===== src/rtl/conv_window_gen.sv =====
// 3x3 sliding-window generator for the conv stage: two line buffers plus a column
// history build each window from a raster pixel stream, emitting only full (unpadded) windows.
module conv_window_gen #(
   parameter int IMG_W = 28,
   parameter int IMG_H = 28,
   parameter int PIX_W = 8,
   localparam int CW = $clog2(IMG_W),
   localparam int RW = $clog2(IMG_H)
) (
   input  logic               i_clk,
   input  logic               i_rst,
   input  logic [PIX_W-1:0]   i_pixel_data,
   input  logic               i_pixel_data_valid,
   input  logic               i_sof,
   output logic [9*PIX_W-1:0] o_window,
   output logic               o_window_valid,
   output logic [RW-1:0]      o_win_row,
   output logic [CW-1:0]      o_win_col,
   output logic               o_frame_done
);

   logic [PIX_W-1:0] lb1 [IMG_W];
   logic [PIX_W-1:0] lb2 [IMG_W];
   logic [PIX_W-1:0] hist [3][2];
   logic [PIX_W-1:0] new_col [3];

   logic [RW-1:0]      row, eff_row;
   logic [CW-1:0]      col, eff_col;
   logic [PIX_W-1:0]   lb1_rd, lb2_rd;
   logic [9*PIX_W-1:0] nxt_win;
   logic               emit, last_pix;

   // sof forces the accepted pixel to (0,0) regardless of where the counters are
   always_comb begin
      eff_row  = i_sof ? '0 : row;
      eff_col  = i_sof ? '0 : col;
      lb1_rd   = lb1[eff_col];
      lb2_rd   = lb2[eff_col];
      new_col[0] = lb2_rd;
      new_col[1] = lb1_rd;
      new_col[2] = i_pixel_data;
      nxt_win  = '0;
      for (int r = 0; r < 3; r++) begin
         nxt_win[(r*3)*PIX_W   +: PIX_W] = hist[r][0];
         nxt_win[(r*3+1)*PIX_W +: PIX_W] = hist[r][1];
         nxt_win[(r*3+2)*PIX_W +: PIX_W] = new_col[r];
      end
      emit     = i_pixel_data_valid && (eff_row >= RW'(2)) && (eff_col >= CW'(2));
      last_pix = (eff_row == RW'(IMG_H-1)) && (eff_col == CW'(IMG_W-1));
   end

   // Line-buffer RAM: read-before-write, deliberately not reset
   always_ff @(posedge i_clk) begin
      if (i_pixel_data_valid) begin
         lb2[eff_col] <= lb1_rd;
         lb1[eff_col] <= i_pixel_data;
      end
   end

   always_ff @(posedge i_clk or posedge i_rst) begin
      if (i_rst) begin
         row            <= '0;
         col            <= '0;
         o_window       <= '0;
         o_window_valid <= 1'b0;
         o_win_row      <= '0;
         o_win_col      <= '0;
         o_frame_done   <= 1'b0;
         for (int r = 0; r < 3; r++) begin
            hist[r][0] <= '0;
            hist[r][1] <= '0;
         end
      end else begin
         o_window_valid <= emit;
         o_frame_done   <= emit && last_pix;
         if (emit) begin
            o_window  <= nxt_win;
            o_win_row <= eff_row;
            o_win_col <= eff_col;
         end
         if (i_pixel_data_valid) begin
            for (int r = 0; r < 3; r++) begin
               hist[r][0] <= hist[r][1];
               hist[r][1] <= new_col[r];
            end
            if (eff_col == CW'(IMG_W-1)) begin
               col <= '0;
               row <= (eff_row == RW'(IMG_H-1)) ? '0 : eff_row + RW'(1);
            end else begin
               col <= eff_col + CW'(1);
               row <= eff_row;
            end
         end
      end
   end

endmodule


===== config.mk =====
export PLATFORM = sky130hd
export DESIGN_NAME = conv_window_gen
export DESIGN_NICKNAME = d
export VERILOG_FILES = /design/src/rtl/conv_window_gen.sv
export SDC_FILE = /design/constraint.sdc
export NUM_CORES = 1
export LEC_CHECK = 0
export CAP_MARGIN = 20
export CORE_UTILIZATION = 50
export CTS_CLUSTER_SIZE = 30
export DETAILED_ROUTE_END_ITERATION = 8
export GPL_ROUTABILITY_DRIVEN = 1
export PLACE_DENSITY_LB_ADDON = 0.3
export RECOVER_POWER = 50
export REMOVE_ABC_BUFFERS = 1
export SETUP_SLACK_MARGIN = 0.4
export SLEW_MARGIN = 20
export SYNTH_ARGS = -nofsm -noshare
export SYNTH_HDL_FRONTEND = slang
export SYNTH_SLANG_ARGS = --single-unit
export TNS_END_PERCENT = 100

===== constraint.sdc =====
create_clock -name i_clk -period 5.25 [get_ports i_clk]
set_input_delay 0.525 -clock i_clk [delete_from_list [all_inputs] [get_ports i_clk]]
set_output_delay 0.525 -clock i_clk [all_outputs]
set_load 0.1 [all_outputs]

==> key figures <==
Critical path
  – CP Launch Type: flip-flop
  – Internal reg-to-reg setup slack: 1.07 ns
  – Crit-path max FO: 54
  – Critical setup path kind: flip-flop to flip-flop
  – Cell depth of the worst flop-to-flop path: 6
  – Worst Path Required: 5.38 ns
  – FF-to-FF Start: col[0]
  – Crit. End Element: flip-flop
  – Critical R2R Capture: lb2[3][6]
  – WP data arrival: 4.31 ns

STA
  – Final Cycle Share: 0.796
  – Setup_tns: 0 ns
  – Final Critical Period: 4.18 ns
  – RSZ-0062 raised after global routing: no
  – Max Clock Freq: 239 MHz
  – Slew Limit Fails: 271
  – Final setup fails: 0
  – Hold Fails Final Rpt: 0
  – Worst Tran Pin Value: 2.42 ns
  – Layout Skew: 0.0216 ns
  – Slew margin rel.: -0.613

Synth
  – Synth cell types: 72
  – Seq/Total Area, Yosys: 0.717
  – Post-Synthesis Cells: 1572
  – Main synth FF type: edfxtp_1
  – Synthesized cell area: 0.0237 mm2
  – Ys async rst share: 0.241
  – YS warnings: 0
  – Synthesized area per cell: 15.1 um2
  – Number of synthesized flops with an enable pin: 448
  – Register bit total from synthesis: 590

Clock tree
  – Cts repair resizes: 0
  – Max Root-Sink Buffers: 3
  – TritonCTS Buffers: 56
  – Clk root buf: clkbuf_16
  – Hold Buf Count CTS: 0
  – Maximum level of the CTS H-tree: 2
  – TritonCTS clock tree: done
  – CTS Sinks: 590
  – Clock transition at path regs: 0.06 ns
  – Postcts setup bufs: 0
  – Clock latency at the later pin of the worst-skew pair: 0.62 ns

Route
  – DRC: 22
  – Total number of vias: 14000
  – DRT Pass-1 Iters: 7
  – WL per Instance: 24.1 um
  – DR vias/cell: 6.02
  – Final Routed Wirelength: 56.3 mm
  – DRT iter0 DRCs: 1569
  – Routed Antenna Nets: 0

Die
  – Die H: 220 um
  – Die ar.: 0.0483 mm2
  – IO Pins: 96
  – Rows: 79
  – Core Region: 0.0467 mm2
  – Initial core utilization: 0.509
  – Die width: 220 um

Hold path
  – Worst hold start: hist[45]
  – Min-Delay Path Class: flip-flop to flip-flop
  – Hold Path End: o_window[5]
  – Hold Path Stages: 2

Final layout
  – Inserted Diodes: 0
  – Filler instances: 3565
  – Multi-input gate area: 0.00610 mm2
  – Area growth syn-to-layout: 14.6%
  – Ratio of cells with drive above 1 in the final layout: 0.145
  – Final Net Count: 1691
  – FF/Latch Area: 0.0170 mm2

Power and ir drop
  – Pwr/cell area: 527 mW/mm2
  – VDD IR max: 379 uV
  – Total design power: 14.3 mW
  – Leak: 10.0 nW

Global route
  – Vias in the first global route: 13500
  – Overall Global Routing Usage: 0.237
  – First-pass GRT wire length: 84.1 mm
  – Initial antenna violation count: 0
  – Largest net degree at the start of global routing: 97
  – Grt total ovfl: 0

Outcome
  – Status: finished, violations left
  – Failing checks: DRC, capacitance limit, slew limit

Placed design
  – GPL Wtd Cong: 0.863
  – Port Buf Inserts: 95
  – Detailed Place HPWL: 33.4 mm

Flow run
  – Max Cap Viol: 7
-- sequential cells by signal (all words and copies together) (netlist names) --
| register | count |
|---|---|
| lb2 | 224 |
| o_win_col | 5 |
| col | 5 |
| row | 5 |
| o_window | 72 |
| o_frame_done | 1 |
| o_win_row | 5 |
| o_window_valid | 1 |
| lb1 | 224 |
| hist | 48 |
-- cells in the mapped netlist, drive strengths merged, types with 3 or more instances --
cell	count	area, um2
a211oi	5	37.5
a21oi	54	270
a221o	8	80.1
a221oi	24	229
a22o	6	52.6
a22oi	24	180
a311o	12	120
a31oi	24	150
a32o	4	40.0
a32oi	3	26.3
and2	6	37.5
and3b	3	26.3
buf	73	483
clkbuf	31	116
dfrtp	142	3550
edfxtp	448	13500
inv	9	36.3
mux2	70	811
mux2i	85	851
mux4	22	495
nand2	233	875
nand2b	22	138
nand3	12	60.1
nand3b	23	173
nand4	4	25.0
nor2	53	201
nor2b	55	344
nor3	15	85.1
nor4	4	43.8
o211ai	12	90.1
o21ai	26	130
o221ai	6	52.6
o22ai	6	37.5
o2bb2ai	6	52.6
o311a	5	50.1
or2	3	18.8
or3	4	25.0
-- worst max-delay path, stage by stage (launching register included) --
cell and delay, ns:
dfrtp_4 0.89, buf_4 0.44, clkbuf_1 0.75, mux4_2 0.42, a221o_1 0.35, a21oi_1 0.23, nand2_1 0.56
-- per-stage QoR --
step / util / cells / worst slack (ns) / cell area [um2] / hold slack, ns
2_1_floorplan: - / 1468 / -3.15 / 23100 / 0.435
6_report: 0.583 / 2333 / 1.07 / 27200 / 0.465
3_3_place_gp: 0.544 / 2227 / 1.58 / 25400 / 0.445
5_1_grt: 0.583 / 2333 / 0.756 / 27200 / 0.487
4_1_cts: 0.586 / 2333 / 1.56 / 27300 / 0.370
3_5_place_dp: 0.543 / 2227 / 1.48 / 25400 / 0.451
-- metal layers --
metal  vias to the layer above  routed length, um  GRT usage
met5                         -                  0          0
met2                       633              26700      0.370
met4                         0               1530     0.0825
met3                       103               4600     0.0414
li1                       6169                  -          -
met1                      7141              23500      0.336
-- kinds of logic after synthesis --
| group | after synthesis | synth area share |
|---|---|---|
| and+or+nand+nor | 447 | 0.0907 |
| adders and majority gates | 1 | 0.000527 |
| muxes | 177 | 0.0909 |
| xor gates and xnor gates | 2 | 0.000738 |
| DFF | 590 | 0.717 |
| buffers and inverters | 114 | 0.0269 |
| AOI/OAI and AO/OA | 241 | 0.0736 |
-- cell usage in the layout, fill, tap and decap left out, types with 5 or more instances in the layout --
cell type	count
nand2b_1	22
o221ai_1	6
nand3_1	12
nor2b_1	55
o2bb2ai_1	6
mux2_2	64
a22o_1	6
a22oi_1	24
clkbuf_16	58
a31oi_1	24
nand2_1	233
a21oi_1	54
clkinv_2	6
a311o_1	12
buf_4	41
o311a_1	5
clkinvlp_4	9
o22ai_1	6
nor3_1	7
inv_1	5
dfrtp_1	140
dlygate4sd3_1	88
mux4_2	22
o21ai_0	23
o211ai_1	12
nor2_1	52
mux2i_1	85
bufinv_16	8
a221oi_1	21
a221o_1	8
clkbuf_1	30
a211oi_1	5
and2_1	5
clkinv_1	6
nor3_2	8
clkbuf_8	5
nand3b_1	23
mux2_4	6
edfxtp_1	448
-- how the worst max path moves through the flow --
stage | start | to | cells after the start | slack [ns]
after detailed placement | i_sof | lb2[14][0] | 8 | 1.48
after floorplan | col[0] | lb2[0][7] | 5 | -3.15
after CTS | col[1] | lb2[11][7] | 7 | 1.56
after global placement | i_sof | lb2[26][4] | 7 | 1.58
final | col[0] | lb2[3][6] | 6 | 1.07
after global routing | col[0] | lb2[24][6] | 6 | 0.76
-- power by group --
part           switching [mW]  internal [mW]
registers               0.331           5.67
logic                    3.16          0.919
clock network            1.75           2.49
-- final cells by class --
type                            count  share of cell area
Inverter                           10             0.00166
Tap cell                          607              0.0279
Timing Repair Buffer              152              0.0481
Clock inverter                     33              0.0150
Clock buffer                       73              0.0573
Multi-Input combinational cell    868               0.224
Sequential cell                   590               0.626
Note: power is estimated with default switching activity, not from simulation.
